===== src/rtl/gol_rle_loader.sv =====
// Life RLE pattern loader: decodes an ASCII RLE byte stream into one-cell-per-cycle grid writes.
// Define GOL_LOADER_CLEAR_EN to zero the whole grid before each load.
module gol_rle_loader #(
  parameter  int GRID_SIZE = 16,
  parameter  int COUNT_W   = 8,
  localparam int ADDR_W    = $clog2(GRID_SIZE*GRID_SIZE)
) (
  input  logic              clk,
  input  logic              reset,
  input  logic              start,
  input  logic [7:0]        in_data,
  input  logic              in_valid,
  output logic              in_ready,
  output logic              wr_en,
  output logic [ADDR_W-1:0] wr_addr,
  output logic              wr_data,
  output logic              busy,
  output logic              done,
  output logic              error
);

  localparam int XY_W = $clog2(GRID_SIZE+1);
  localparam int CW   = COUNT_W + 4;
  localparam int SW   = ((XY_W > COUNT_W) ? XY_W : COUNT_W) + 1;
  localparam logic [XY_W-1:0]    GRID_LIM  = XY_W'(GRID_SIZE);
  localparam logic [COUNT_W-1:0] COUNT_MAX = '1;
`ifdef GOL_LOADER_CLEAR_EN
  localparam logic [ADDR_W-1:0]  LAST_ADDR = ADDR_W'(GRID_SIZE*GRID_SIZE-1);
`endif

  typedef enum logic [2:0] {
    IDLE,
`ifdef GOL_LOADER_CLEAR_EN
    CLEAR,
`endif
    ACCEPT,
    EMIT,
    DONE,
    ERROR
  } state_t;

  state_t             state_q, state_d;
  logic [XY_W-1:0]    x_q, x_d, y_q, y_d;
  logic [COUNT_W-1:0] count_q, count_d, run_q, run_d;
  logic               cell_q, cell_d;
`ifdef GOL_LOADER_CLEAR_EN
  logic [ADDR_W-1:0]  clr_q, clr_d;
`endif

  logic               in_bounds, is_digit;
  logic [ADDR_W-1:0]  cell_addr;
  logic [COUNT_W-1:0] run_len;

  // Decimal accumulate with saturation at the register maximum.
  function automatic logic [COUNT_W-1:0] count_push(input logic [COUNT_W-1:0] c,
                                                    input logic [3:0] digit);
    logic [CW-1:0] t;
    t = CW'(c) * CW'(10) + CW'(digit);
    return (t > CW'(COUNT_MAX)) ? COUNT_MAX : t[COUNT_W-1:0];
  endfunction

  // Row advance saturates at GRID_SIZE so later cells fall out of bounds.
  function automatic logic [XY_W-1:0] row_advance(input logic [XY_W-1:0] row,
                                                  input logic [COUNT_W-1:0] step);
    logic [SW-1:0] t;
    t = SW'(row) + SW'(step);
    return (t >= SW'(GRID_SIZE)) ? GRID_LIM : t[XY_W-1:0];
  endfunction

  always_comb begin
    state_d   = state_q;
    x_d       = x_q;
    y_d       = y_q;
    count_d   = count_q;
    run_d     = run_q;
    cell_d    = cell_q;
`ifdef GOL_LOADER_CLEAR_EN
    clr_d     = clr_q;
`endif
    in_ready  = 1'b0;
    wr_en     = 1'b0;
    wr_addr   = '0;
    wr_data   = 1'b0;
    busy      = 1'b0;
    done      = 1'b0;
    error     = 1'b0;
    in_bounds = (x_q < GRID_LIM) && (y_q < GRID_LIM);
    cell_addr = ADDR_W'(x_q) + ADDR_W'(y_q) * ADDR_W'(GRID_SIZE);
    run_len   = (count_q == '0) ? COUNT_W'(1) : count_q;
    is_digit  = (in_data >= 8'h30) && (in_data <= 8'h39);

    case (state_q)
      IDLE, DONE, ERROR: begin
        done  = (state_q == DONE);
        error = (state_q == ERROR);
        if (start) begin
          x_d     = '0;
          y_d     = '0;
          count_d = '0;
`ifdef GOL_LOADER_CLEAR_EN
          clr_d   = '0;
          state_d = CLEAR;
`else
          state_d = ACCEPT;
`endif
        end
      end
`ifdef GOL_LOADER_CLEAR_EN
      CLEAR: begin
        busy    = 1'b1;
        wr_en   = 1'b1;
        wr_addr = clr_q;
        clr_d   = clr_q + 1'b1;
        if (clr_q == LAST_ADDR) state_d = ACCEPT;
      end
`endif
      ACCEPT: begin
        busy     = 1'b1;
        in_ready = 1'b1;
        if (in_valid) begin
          if (is_digit) begin
            count_d = count_push(count_q, in_data[3:0]);
          end else begin
            case (in_data)
              "b", "o": begin
                run_d   = run_len;
                cell_d  = (in_data == "o");
                count_d = '0;
                state_d = EMIT;
              end
              "$": begin
                y_d     = row_advance(y_q, run_len);
                x_d     = '0;
                count_d = '0;
              end
              "!":                        state_d = DONE;
              " ", 8'h09, 8'h0d, 8'h0a:   count_d = count_q;
              default:                    state_d = ERROR;
            endcase
          end
        end
      end
      EMIT: begin
        busy = 1'b1;
        if (in_bounds) begin
          wr_en   = 1'b1;
          wr_addr = cell_addr;
          wr_data = cell_q;
        end
        run_d = run_q - 1'b1;
        if (x_q < GRID_LIM) x_d = x_q + 1'b1;
        if (run_q <= COUNT_W'(1)) state_d = ACCEPT;
      end
      default: state_d = IDLE;
    endcase
  end

  always_ff @(posedge clk or posedge reset) begin
    if (reset) begin
      state_q <= IDLE;
      x_q     <= '0;
      y_q     <= '0;
      count_q <= '0;
      run_q   <= '0;
      cell_q  <= 1'b0;
`ifdef GOL_LOADER_CLEAR_EN
      clr_q   <= '0;
`endif
    end else begin
      state_q <= state_d;
      x_q     <= x_d;
      y_q     <= y_d;
      count_q <= count_d;
      run_q   <= run_d;
      cell_q  <= cell_d;
`ifdef GOL_LOADER_CLEAR_EN
      clr_q   <= clr_d;
`endif
    end
  end

endmodule


===== config.mk =====
export PLATFORM = sky130hd
export DESIGN_NAME = gol_rle_loader
export DESIGN_NICKNAME = d
export VERILOG_FILES = /design/src/rtl/gol_rle_loader.sv
export SDC_FILE = /design/constraint.sdc
export NUM_CORES = 1
export LEC_CHECK = 0
export CORE_MARGIN = 3
export CORE_UTILIZATION = 40
export DETAILED_ROUTE_END_ITERATION = 7
export PLACE_DENSITY_LB_ADDON = 0.12
export SLEW_MARGIN = 15
export SYNTH_ARGS = -nofsm -noshare
export SYNTH_HDL_FRONTEND = slang
export SYNTH_SLANG_ARGS = --single-unit

===== constraint.sdc =====
create_clock -name clk -period 3.7 [get_ports clk]
set_input_delay 0.74 -clock clk [delete_from_list [all_inputs] [get_ports clk]]
set_output_delay 0.74 -clock clk [all_outputs]
set_load 0.05 [all_outputs]

==> results of run 1 <==
==> cells in the final DEF (no fill, tap or decap), types with 2 or more instances in the layout <==
| cell type | instances |
|---|---|
| clkbuf_8 | 6 |
| nand4_1 | 4 |
| nand3_1 | 6 |
| nand2_1 | 20 |
| mux2i_1 | 2 |
| nor3_1 | 12 |
| a22o_2 | 4 |
| o31ai_1 | 2 |
| nand3b_1 | 2 |
| or2_2 | 4 |
| and2_1 | 8 |
| ha_1 | 25 |
| nor2_1 | 28 |
| clkdlybuf4s50_1 | 19 |
| xor2_1 | 5 |
| nor4_1 | 7 |
| a311oi_1 | 2 |
| a31oi_1 | 4 |
| fa_1 | 3 |
| a21oi_1 | 15 |
| dfrtp_1 | 30 |
| xnor2_1 | 7 |
| a2111oi_4 | 2 |
| buf_4 | 10 |
| a21o_1 | 5 |
| and3_1 | 3 |
| mux2_2 | 6 |
| a221o_1 | 8 |
| inv_1 | 13 |
| o21ai_0 | 10 |
==> worst min path at each step <==
stage	slack (ns)	start	end
after floorplan	0.46	run_q[7]$_DFFE_PP0P_	run_q[7]$_DFFE_PP0P_
after global placement	0.49	run_q[7]$_DFFE_PP0P_	run_q[7]$_DFFE_PP0P_
after detailed placement	0.50	run_q[7]$_DFFE_PP0P_	run_q[7]$_DFFE_PP0P_
after CTS	0.51	run_q[7]$_DFFE_PP0P_	run_q[7]$_DFFE_PP0P_
after global routing	0.55	run_q[7]$_DFFE_PP0P_	run_q[7]$_DFFE_PP0P_
final	0.52	run_q[7]$_DFFE_PP0P_	run_q[7]$_DFFE_PP0P_
==> worst max-delay path, cell delays in order, from the launching register on <==
cell and delay, ns:
dfrtp_1 0.51, and2b_1 0.36, nand2_1 0.19, nor3_1 0.17, buf_4 0.17, clkdlybuf4s50_1 0.80
==> cell type report <==
type	instances	area, um2	area share (%)
Inverter	13	48.8	1.68
Timing Repair Buffer	29	265	9.12
Sequential cell	30	751	25.8
Multi-Input combinational cell	221	1660	57.0
Clock buffer	7	86.3	2.97
Tap cell	75	93.8	3.23
Clock inverter	1	5.00	0.172
==> sequential cells by signal (all words and copies together), names as in the netlist <==
signal   count
state_q      3
cell_q       1
x_q          5
y_q          5
count_q      8
run_q        8
==> where the power goes <==
part | internal (mW) | switching [mW]
clock | 0.150 | 0.128
combinational | 0.202 | 0.297
sequential | 0.385 | 0.0892
==> layer usage <==
layer	global-route usage [%]	up-vias	share of wire [%]
li1	-	1075	-
met1	24.3	1003	49
met2	27.8	54	45
met3	2.52	13	4.6
met4	6.62	0	2.1
met5	0	-	0
==> logic make-up (layout without fill, tap and decap cells) <==
group / count (synthesis) / after routing / synth area share [%]
compound gates: 67 / 67 / 21.0
xor+xnor: 12 / 12 / 4.21
fa+ha+maj: 28 / 28 / 14.9
buf+inv: 19 / 50 / 3.51
flops: 30 / 30 / 30.1
mux: 8 / 8 / 3.51
simple gates: 106 / 106 / 22.8
==> synthesized netlist by cell type (5+ instances only) <==
cell type   n
a21o_1      5
a21oi_1    15
a221o_1     8
and2_1      8
dfrtp_1    30
ha_1       25
inv_1      13
mux2_2      6
nand2_1    20
nand3_1     6
nor2_1     28
nor3_1     12
nor4_1      7
o21ai_0    10
xnor2_1     7
xor2_1      5
==> metrics by stage <==
stage | cell area (um2) | hold WS, ns | total power, mW | worst slack (ns)
6_report | 2910 | 0.517 | 1.25 | 0.483
4_1_cts | 2910 | 0.514 | 1.26 | 0.479
3_5_place_dp | 2820 | 0.504 | 0.980 | 0.511
5_1_grt | 2910 | 0.547 | 1.35 | 0.287
3_3_place_gp | 2820 | 0.493 | 0.979 | 0.535
2_1_floorplan | 2500 | 0.461 | 0.854 | 0.168
==> reports/qor.txt, run 1 <==
LEAKAGE -> 1.36 nW
Hold WC Path Type -> flop to flop
post-route ant nets -> 0
Slew headroom -> 53.5%
Final min period -> 3.22 ns
Syn Area/Cell -> 9.25 um2
Finish-stage setup viols -> 0
count of cell types in the netlist -> 57
DRC viols -> 0
Post-Route WL -> 5.93 mm
Most used DFF post-synth -> dfrtp_1
Placer Congestion -> 0.815
peak supply drop -> 272 uV
dominant cells by area after synthesis -> dfrtp_1 (30%), ha_1 (13%), nor2_1 (4.2%)
Starting Density -> 41.7%
Post-Syn Area -> 0.00250 mm2
Synth Warn # -> 0
Root Driver -> clkbuf_8
vias per std cell -> 5.70
share of layout cells above drive strength 1 -> 13.6%
Worst Setup Start Kind -> flop
Core Box Area -> 0.00599 mm2
# rows -> 28
Hold Crit Depth -> 1
first-pass GRT wire length -> 10.3 mm
Async S/R FF share, synth -> 100%
Register-to-Register Path Depth -> 9
Clock Path Buffers -> 2
FF-to-FF End -> count_q[4]$_DFFE_PP0P_
outcome -> completed
max_cap viols -> 0
Hold-fix buffers, CTS -> 0
Setup Crit Path Kind -> flop to output port
die height -> 85.0 um
crit path max fanout -> 12
clock skew -> 0.00600 ns
Crit Reg-Reg Startpoint -> count_q[3]$_DFFE_PP0P_
PwrDens -> 430 mW/mm2
CP endpoint -> wr_en
Worst EP arrival -> 2.48 ns
grt ovf -> 0
area added between synthesis and finish -> 16.5%
r2r setup slk -> 0.81 ns
Nets -> 340
Pre-antenna DRT Iters -> 4
CP Launch Point -> state_q[0]$_DFFE_PP0P_
Synth top area share -> 30.1%
CTS resizes -> 0
Slew @ Worst Pin -> 0.693 ns
# diodes -> 0
TritonCTS buffer count -> 5
Die ar. -> 0.00723 mm2
initial antenna violation count -> 0
Slew Viols, Final -> 0
Synth area leader -> dfrtp_1
register area share after synthesis -> 30.1%
Die X -> 85.0 um
CP required -> 2.96 ns
fin crit share -> 86.9%
vias in the first global route -> 2172
# Post-CTS Setup Buffers -> 0
Cells after Synth -> 270
I/O Pins -> 26
port bufs -> 25
vias -> 2145
TritonCTS clock tree -> done
RSZ-0062 raised after global routing -> no
All-Layer GR Usage -> 17.6%
CP Capture Type -> output port
clk sink count -> 30
setup TNS -> 0 ns
number of enable flip-flop cells after synthesis -> 0
syn_nets -> 310
Yosys reg bits -> 30
DR WL/cell -> 15.8 um
Clock transition at path regs -> 0.06 ns
hpwl dp -> 4.64 mm
fmax -> 311 MHz
clock insertion delay at the later pin of the skew report -> 0.28 ns
Filler Cell Count -> 576
Layout Cells excl Fill -> 376
Final Hold Viols -> 0
H-tree level count -> 2
dpl cells -> 368
Initial DRC Count -> 69
Core Util, Final -> 48.6%
largest net degree at the start of global routing -> 31
Note: power is estimated with default switching activity, not from simulation.
==> inputs of run 2 (changes only) <==
--- a/config.mk
+++ b/config.mk
@@ -8,6 +8,7 @@
 export CORE_MARGIN = 3
 export CORE_UTILIZATION = 40
 export DETAILED_ROUTE_END_ITERATION = 7
+export GPL_TIMING_DRIVEN = 0
 export PLACE_DENSITY_LB_ADDON = 0.12
 export SLEW_MARGIN = 15
 export SYNTH_ARGS = -nofsm -noshare
==> constraint.sdc (replaced) <==
create_clock -name clk -period 4.16 [get_ports clk]
set_input_delay 0.832 -clock clk [delete_from_list [all_inputs] [get_ports clk]]
set_output_delay 0.832 -clock clk [all_outputs]
set_load 0.05 [all_outputs]
==> run 2 against run 1 <==
Against the previous run: flip-flop and latch count stayed put; clock skew is 0.0048 ns higher; worst hold slack worse by 0.0026 ns; sequential share of layout area decreased by 0.12 points; combinational power fell by 5.6%; global-route usage is 0.43 points lower; via count decreased by 2.2%; power decreased by 9.7%.
==> reports/qor.txt, run 2 (same netlist as run 1, synthesis figures left out) <==
TritonCTS buffer count -> 5 (unchanged)
H-tree level count -> 2 (unchanged)
footprint of the multi-input gates -> 0.00166 mm2 (unchanged)
min setup slack post-route -> 0.348 ns (was 0.483 ns)
Post-Route WL -> 5.86 mm (was 5.93 mm)
Hold WC Path Type -> flop to flop (unchanged)
CP Launch Point -> state_q[0]$_DFFE_PP0P_ (unchanged)
share of layout cells above drive strength 1 -> 11.6% (was 13.6%)
Combinational Power Share -> 41.7% (was 39.9%)
Setup Crit Path Kind -> flop to output port (unchanged)
die height -> 85.0 um (unchanged)
vias -> 2098 (was 2145)
Core Box Area -> 0.00599 mm2 (unchanged)
Area after DPL -> 0.00283 mm2 (was 0.00282 mm2)
Sw Share -> 40.9% (was 41.1%)
Place WS -> 0.619 ns (was 0.511 ns)
clk sink count -> 30 (unchanged)
I/O Pins -> 26 (unchanged)
# Post-CTS Setup Buffers -> 0 (unchanged)
Placer Congestion -> 0.801 (was 0.815)
crit path max fanout -> 10 (was 12)
outcome -> completed (unchanged)
total power -> 1.13 mW (was 1.25 mW)
commonest non-fill, non-tap cell in the layout -> dfrtp_1 (unchanged)
Slew headroom -> 52.6% (was 53.5%)
min-delay src -> run_q[7]$_DFFE_PP0P_ (unchanged)
Starting Density -> 41.7% (unchanged)
first-pass GRT wire length -> 9.99 mm (was 10.3 mm)
All-Layer GR Usage -> 17.1% (was 17.6%)
DR WL/cell -> 15.5 um (was 15.8 um)
routed wire length on met3 -> 188 um (was 275 um)
port bufs -> 24 (was 25)
Die ar. -> 0.00723 mm2 (unchanged)
P_sw -> 0.462 mW (was 0.514 mW)
Final min period -> 3.81 ns
Clk network pwr share -> 21.9% (was 22.2%)
Clock Path Buffers -> 2 (unchanged)
CTS resizes -> 0 (unchanged)
design area -> 0.00292 mm2 (was 0.00291 mm2)
CP required -> 3.33 ns (was 2.96 ns)
Hold-fix buffers, CTS -> 0 (unchanged)
initial antenna violation count -> 0 (unchanged)
most frequent cells in the layout -> dfrtp_1 (30), nor2_1 (28), ha_1 (25), clkdlybuf4s50_1 (24), nand2_1 (20) (was dfrtp_1 (30), nor2_1 (28), ha_1 (25), nand2_1 (20), clkdlybuf4s50_1 (19))
Initial DRC Count -> 132 (was 69)
Top Layer Used -> met4 (unchanged)
setup TNS -> 0 ns (unchanged)
post-route ant nets -> 0 (unchanged)
grt ovf -> 0 (unchanged)
Slew Viols, Final -> 0 (unchanged)
M1 wire length -> 2.86 mm (was 2.88 mm)
Clock transition at path regs -> 0.07 ns (was 0.06 ns)
# diodes -> 0 (unchanged)
TritonCTS clock tree -> done (unchanged)
Filler Cell Count -> 564 (was 576)
Worst Setup Start Kind -> flop (unchanged)
vias per std cell -> 5.56 (was 5.70)
sequential share of power -> 36.4% (was 37.9%)
dpl cells -> 369 (was 368)
clock skew -> 0.0108 ns (was 0.00600 ns)
Crit Reg-Reg Startpoint -> count_q[1]$_DFFE_PP0P_ (was count_q[3]$_DFFE_PP0P_)
Final Hold Viols -> 0 (unchanged)
internal cell power -> 0.669 mW (was 0.737 mW)
vias in the first global route -> 2017 (was 2172)
hpwl dp -> 4.48 mm (was 4.64 mm)
DRC viols -> 0 (unchanged)
Slew @ Worst Pin -> 0.705 ns (was 0.693 ns)
Pre-antenna DRT Iters -> 4 (unchanged)
Nets -> 341 (was 340)
clock insertion delay at the later pin of the skew report -> 0.29 ns (was 0.28 ns)
fin crit share -> 91.6%
Worst EP arrival -> 2.98 ns (was 2.48 ns)
fmax -> 262 MHz
max_cap viols -> 0 (unchanged)
Layout Cells excl Fill -> 377 (was 376)
peak supply drop -> 279 uV (was 272 uV)
WL met2 -> 2.72 mm (was 2.65 mm)
Seq. cell area -> 751 um2 (unchanged)
Die X -> 85.0 um (unchanged)
area added between synthesis and finish -> 17.0% (was 16.5%)
top flop regs -> count_q: 8 flops, run_q: 8 flops (unchanged)
# rows -> 28 (unchanged)
CP Capture Type -> output port (unchanged)
Root Driver -> clkbuf_8 (unchanged)
LEAKAGE -> 1.35 nW (was 1.36 nW)
Finish-stage setup viols -> 0 (unchanged)
RSZ-0062 raised after global routing -> no (unchanged)
PwrDens -> 387 mW/mm2 (was 430 mW/mm2)
largest net degree at the start of global routing -> 31 (unchanged)
## run 2: changes by cell type in the layout (fill, tap and decap cells not counted)
cell             change
buf_2                +1
buf_4               -10
buf_6                +2
clkbuf_1             +3
clkdlybuf4s50_1      +5
inv_1                -1
inv_2                +1
## run 2: path summary, 6_finish.rpt
kind                                          endpoint  slack [ns]  cells past startpoint
worst max-delay path                        wr_addr[5]        0.35                      6
worst min-delay path              run_q[7]$_DFFE_PP0P_        0.51                      1
worst max register to register  count_q[0]$_DFFE_PP0P_        1.20                      9
worst min register to register    run_q[7]$_DFFE_PP0P_        0.51                      1
max in group asynchronous       count_q[2]$_DFFE_PP0P_        2.78                      2
min in group asynchronous           y_q[4]$_DFFE_PP0P_        0.96                      2
## run 2: through the flow
stage / util [%] / hold slack [ns]
after floorplan: - / 0.461
after global placement: 47.3 / 0.492
after detailed placement: 47.3 / 0.492
after CTS: 48.8 / 0.505
after global routing: 48.8 / 0.537
final: 48.8 / 0.514
## run 2: worst max-delay path: stages (launching register included)
cell	delay, ns
dfrtp_1	0.41
buf_6	0.15
and2b_1	0.29
nand2_1	0.29
nor3_1	0.54
and2_1	0.21
clkdlybuf4s50_1	0.81
## run 2: cell type report
type	instances	area share [%]
multi-input cells	221	56.8
clock inverters	1	0.171
inverters	13	1.67
plain buffers	6	1.33
flip-flops and latches	30	25.7
well taps	75	3.21
clock buffers	7	2.95
repair buffers	24	8.22
## run 2: power by group through the flow
| stage | Sequential [mW] | Combinational (mW) | Clock [mW] |
|---|---|---|---|
| after CTS | 0.410 | 0.474 | 0.254 |
| after global placement | 0.416 | 0.470 | 0 |
| after floorplan | 0.397 | 0.362 | 0 |
| after global routing | 0.419 | 0.516 | 0.269 |
| after detailed placement | 0.415 | 0.470 | 0 |
| final | 0.412 | 0.472 | 0.248 |
## run 2: layer usage
metal  global-route usage (%)  up-vias
li1                         -     1071
met5                        0        -
met3                     3.40        8
met4                     5.32        0
met2                     27.7       35
met1                     23.1      984
==> inputs of run 3 (changes only) <==
--- a/config.mk
+++ b/config.mk
@@ -9,6 +9,7 @@
 export CORE_UTILIZATION = 40
 export DETAILED_ROUTE_END_ITERATION = 7
 export GPL_TIMING_DRIVEN = 0
+export MAX_ROUTING_LAYER = met4
 export PLACE_DENSITY_LB_ADDON = 0.12
 export SLEW_MARGIN = 15
 export SYNTH_ARGS = -nofsm -noshare
==> run 3 against run 2 <==
Against the previous run: combinational power about the same; utilization unchanged; sequential share of layout area unchanged; largest power group unchanged; routed wire length decreased by 0.10%; register-to-register slack about the same; largest cell class unchanged; highest routed layer unchanged; worst hold slack about the same; critical endpoint unchanged; power about the same; first-iteration DRC count increased by 9.1%; critical path depth unchanged; sequential power about the same.
==> reports/qor.txt, run 3 (same netlist as run 1, synthesis figures left out) <==
CP Capture Type -> output port (unchanged)
Starting Density -> 41.7% (unchanged)
Hold WC Path Type -> flop to flop (unchanged)
first-pass GRT wire length -> 9.98 mm (was 9.99 mm)
met3 Usage GRT -> 3.40% (unchanged)
Clock transition at path regs -> 0.07 ns (about the same)
vias in the first global route -> 2018 (was 2017)
largest net degree at the start of global routing -> 31 (unchanged)
Slew Viols, Final -> 0 (unchanged)
share of layout cells above drive strength 1 -> 11.6% (unchanged)
Slew @ Worst Pin -> 0.704 ns (was 0.705 ns)
DRC viols -> 0 (unchanged)
Placer Congestion -> 0.812 (was 0.801)
initial antenna violation count -> 0 (unchanged)
vias -> 2098 (unchanged)
max_cap viols -> 0 (unchanged)
post-route ant nets -> 0 (unchanged)
PwrDens -> 387 mW/mm2 (about the same)
hpwl dp -> 4.48 mm (unchanged)
Die ar. -> 0.00723 mm2 (unchanged)
clock skew -> 0.0102 ns (was 0.0108 ns)
Die X -> 85.0 um (unchanged)
CTS resizes -> 0 (unchanged)
clk sink count -> 30 (unchanged)
Worst Setup Start Kind -> flop (unchanged)
Final Hold Viols -> 0 (unchanged)
fmax -> 262 MHz (about the same)
Hold Crit Depth -> 1 (unchanged)
Post-Route WL -> 5.85 mm (was 5.86 mm)
outcome -> completed (unchanged)
Hold-fix buffers, CTS -> 0 (unchanged)
CP required -> 3.33 ns (about the same)
Final min period -> 3.81 ns (about the same)
vias per std cell -> 5.56 (unchanged)
RSZ-0062 raised after global routing -> no (unchanged)
Worst EP arrival -> 2.98 ns (about the same)
most frequent cells in the layout -> dfrtp_1 (30), nor2_1 (28), ha_1 (25), clkdlybuf4s50_1 (24), nand2_1 (20) (unchanged)
crit path max fanout -> 10 (unchanged)
fin crit share -> 91.7% (was 91.6%)
grt ovf -> 0 (unchanged)
GRT Max-Usage Layer -> met2 (unchanged)
Seq. cell area -> 751 um2 (unchanged)
# Post-CTS Setup Buffers -> 0 (unchanged)
setup TNS -> 0 ns (unchanged)
Register-to-Register Path Depth -> 9 (unchanged)
Filler Cell Count -> 564 (unchanged)
Slew headroom -> 52.7% (was 52.6%)
All-Layer GR Usage -> 17.6% (was 17.1%)
Core Box Area -> 0.00599 mm2 (unchanged)
Setup Crit Path Kind -> flop to output port (unchanged)
die height -> 85.0 um (unchanged)
Initial DRC Count -> 144 (was 132)
# diodes -> 0 (unchanged)
footprint of the multi-input gates -> 0.00166 mm2 (unchanged)
met2 GRT Util -> 27.7% (unchanged)
commonest non-fill, non-tap cell in the layout -> dfrtp_1 (unchanged)
r2r setup slk -> 1.21 ns (was 1.20 ns)
# rows -> 28 (unchanged)
DR WL/cell -> 15.5 um (about the same)
top flop regs -> count_q: 8 flops, run_q: 8 flops (unchanged)
peak supply drop -> 279 uV (about the same)
H-tree level count -> 2 (unchanged)
Nets -> 341 (unchanged)
I/O Pins -> 26 (unchanged)
area added between synthesis and finish -> 17.0% (unchanged)
port bufs -> 24 (unchanged)
Pre-antenna DRT Iters -> 4 (unchanged)
Clock Path Buffers -> 2 (unchanged)
TritonCTS buffer count -> 5 (unchanged)
GR Util met1 -> 23.1% (unchanged)
Root Driver -> clkbuf_8 (unchanged)
Place WS -> 0.619 ns (unchanged)
TritonCTS clock tree -> done (unchanged)
clock insertion delay at the later pin of the skew report -> 0.29 ns (about the same)
Finish-stage setup viols -> 0 (unchanged)
min setup slack post-route -> 0.347 ns (was 0.348 ns)
LEAKAGE -> 1.35 nW (unchanged)
-- run 3: worst paths after layout --
kind / from / endpoint
worst max-delay path: state_q[0]$_DFFE_PP0P_ / wr_addr[5]
worst min-delay path: run_q[7]$_DFFE_PP0P_ / run_q[7]$_DFFE_PP0P_
worst max register to register: count_q[1]$_DFFE_PP0P_ / count_q[0]$_DFFE_PP0P_
worst min register to register: run_q[7]$_DFFE_PP0P_ / run_q[7]$_DFFE_PP0P_
max in group asynchronous: reset / count_q[2]$_DFFE_PP0P_
min in group asynchronous: reset / y_q[4]$_DFFE_PP0P_
-- run 3: layout make-up --
class / count / share of cell area, %
plain buffers: 6 / 1.33
clock buffers: 7 / 2.95
clock inverters: 1 / 0.171
inverters: 13 / 1.67
multi-input cells: 221 / 56.8
flip-flops and latches: 30 / 25.7
well taps: 75 / 3.21
repair buffers: 24 / 8.22
-- run 3: routing by layer --
layer	wire (um)	share of wire [%]
met1	2870	49
met5	0	0
met2	2730	47
met3	165	2.8
met4	87	1.5
-- run 3: power breakdown --
group | leakage [nW] | internal (mW) | total [mW] | switching [mW]
Sequential | 0.403 | 0.343 | 0.412 | 0.0689
Clock | 0.0482 | 0.133 | 0.248 | 0.114
Combinational | 0.894 | 0.192 | 0.471 | 0.279
-- run 3: critical path: stages, from the launching register on --
cell,delay (ns)
dfrtp_1,0.41
buf_6,0.15
and2b_1,0.29
nand2_1,0.29
nor3_1,0.54
and2_1,0.21
clkdlybuf4s50_1,0.81
-- run 3: metrics by stage --
| step | area, um2 | hold WS [ns] | std cells | total power [mW] | util, % |
|---|---|---|---|---|---|
| final | 2920 | 0.514 | 377 | 1.13 | 48.8 |
| after CTS | 2920 | 0.505 | 377 | 1.14 | 48.8 |
| after global placement | 2830 | 0.492 | 369 | 0.886 | 47.3 |
| after floorplan | 2500 | 0.461 | 270 | 0.760 | - |
| after detailed placement | 2830 | 0.492 | 369 | 0.885 | 47.3 |
| after global routing | 2920 | 0.537 | 377 | 1.20 | 48.8 |
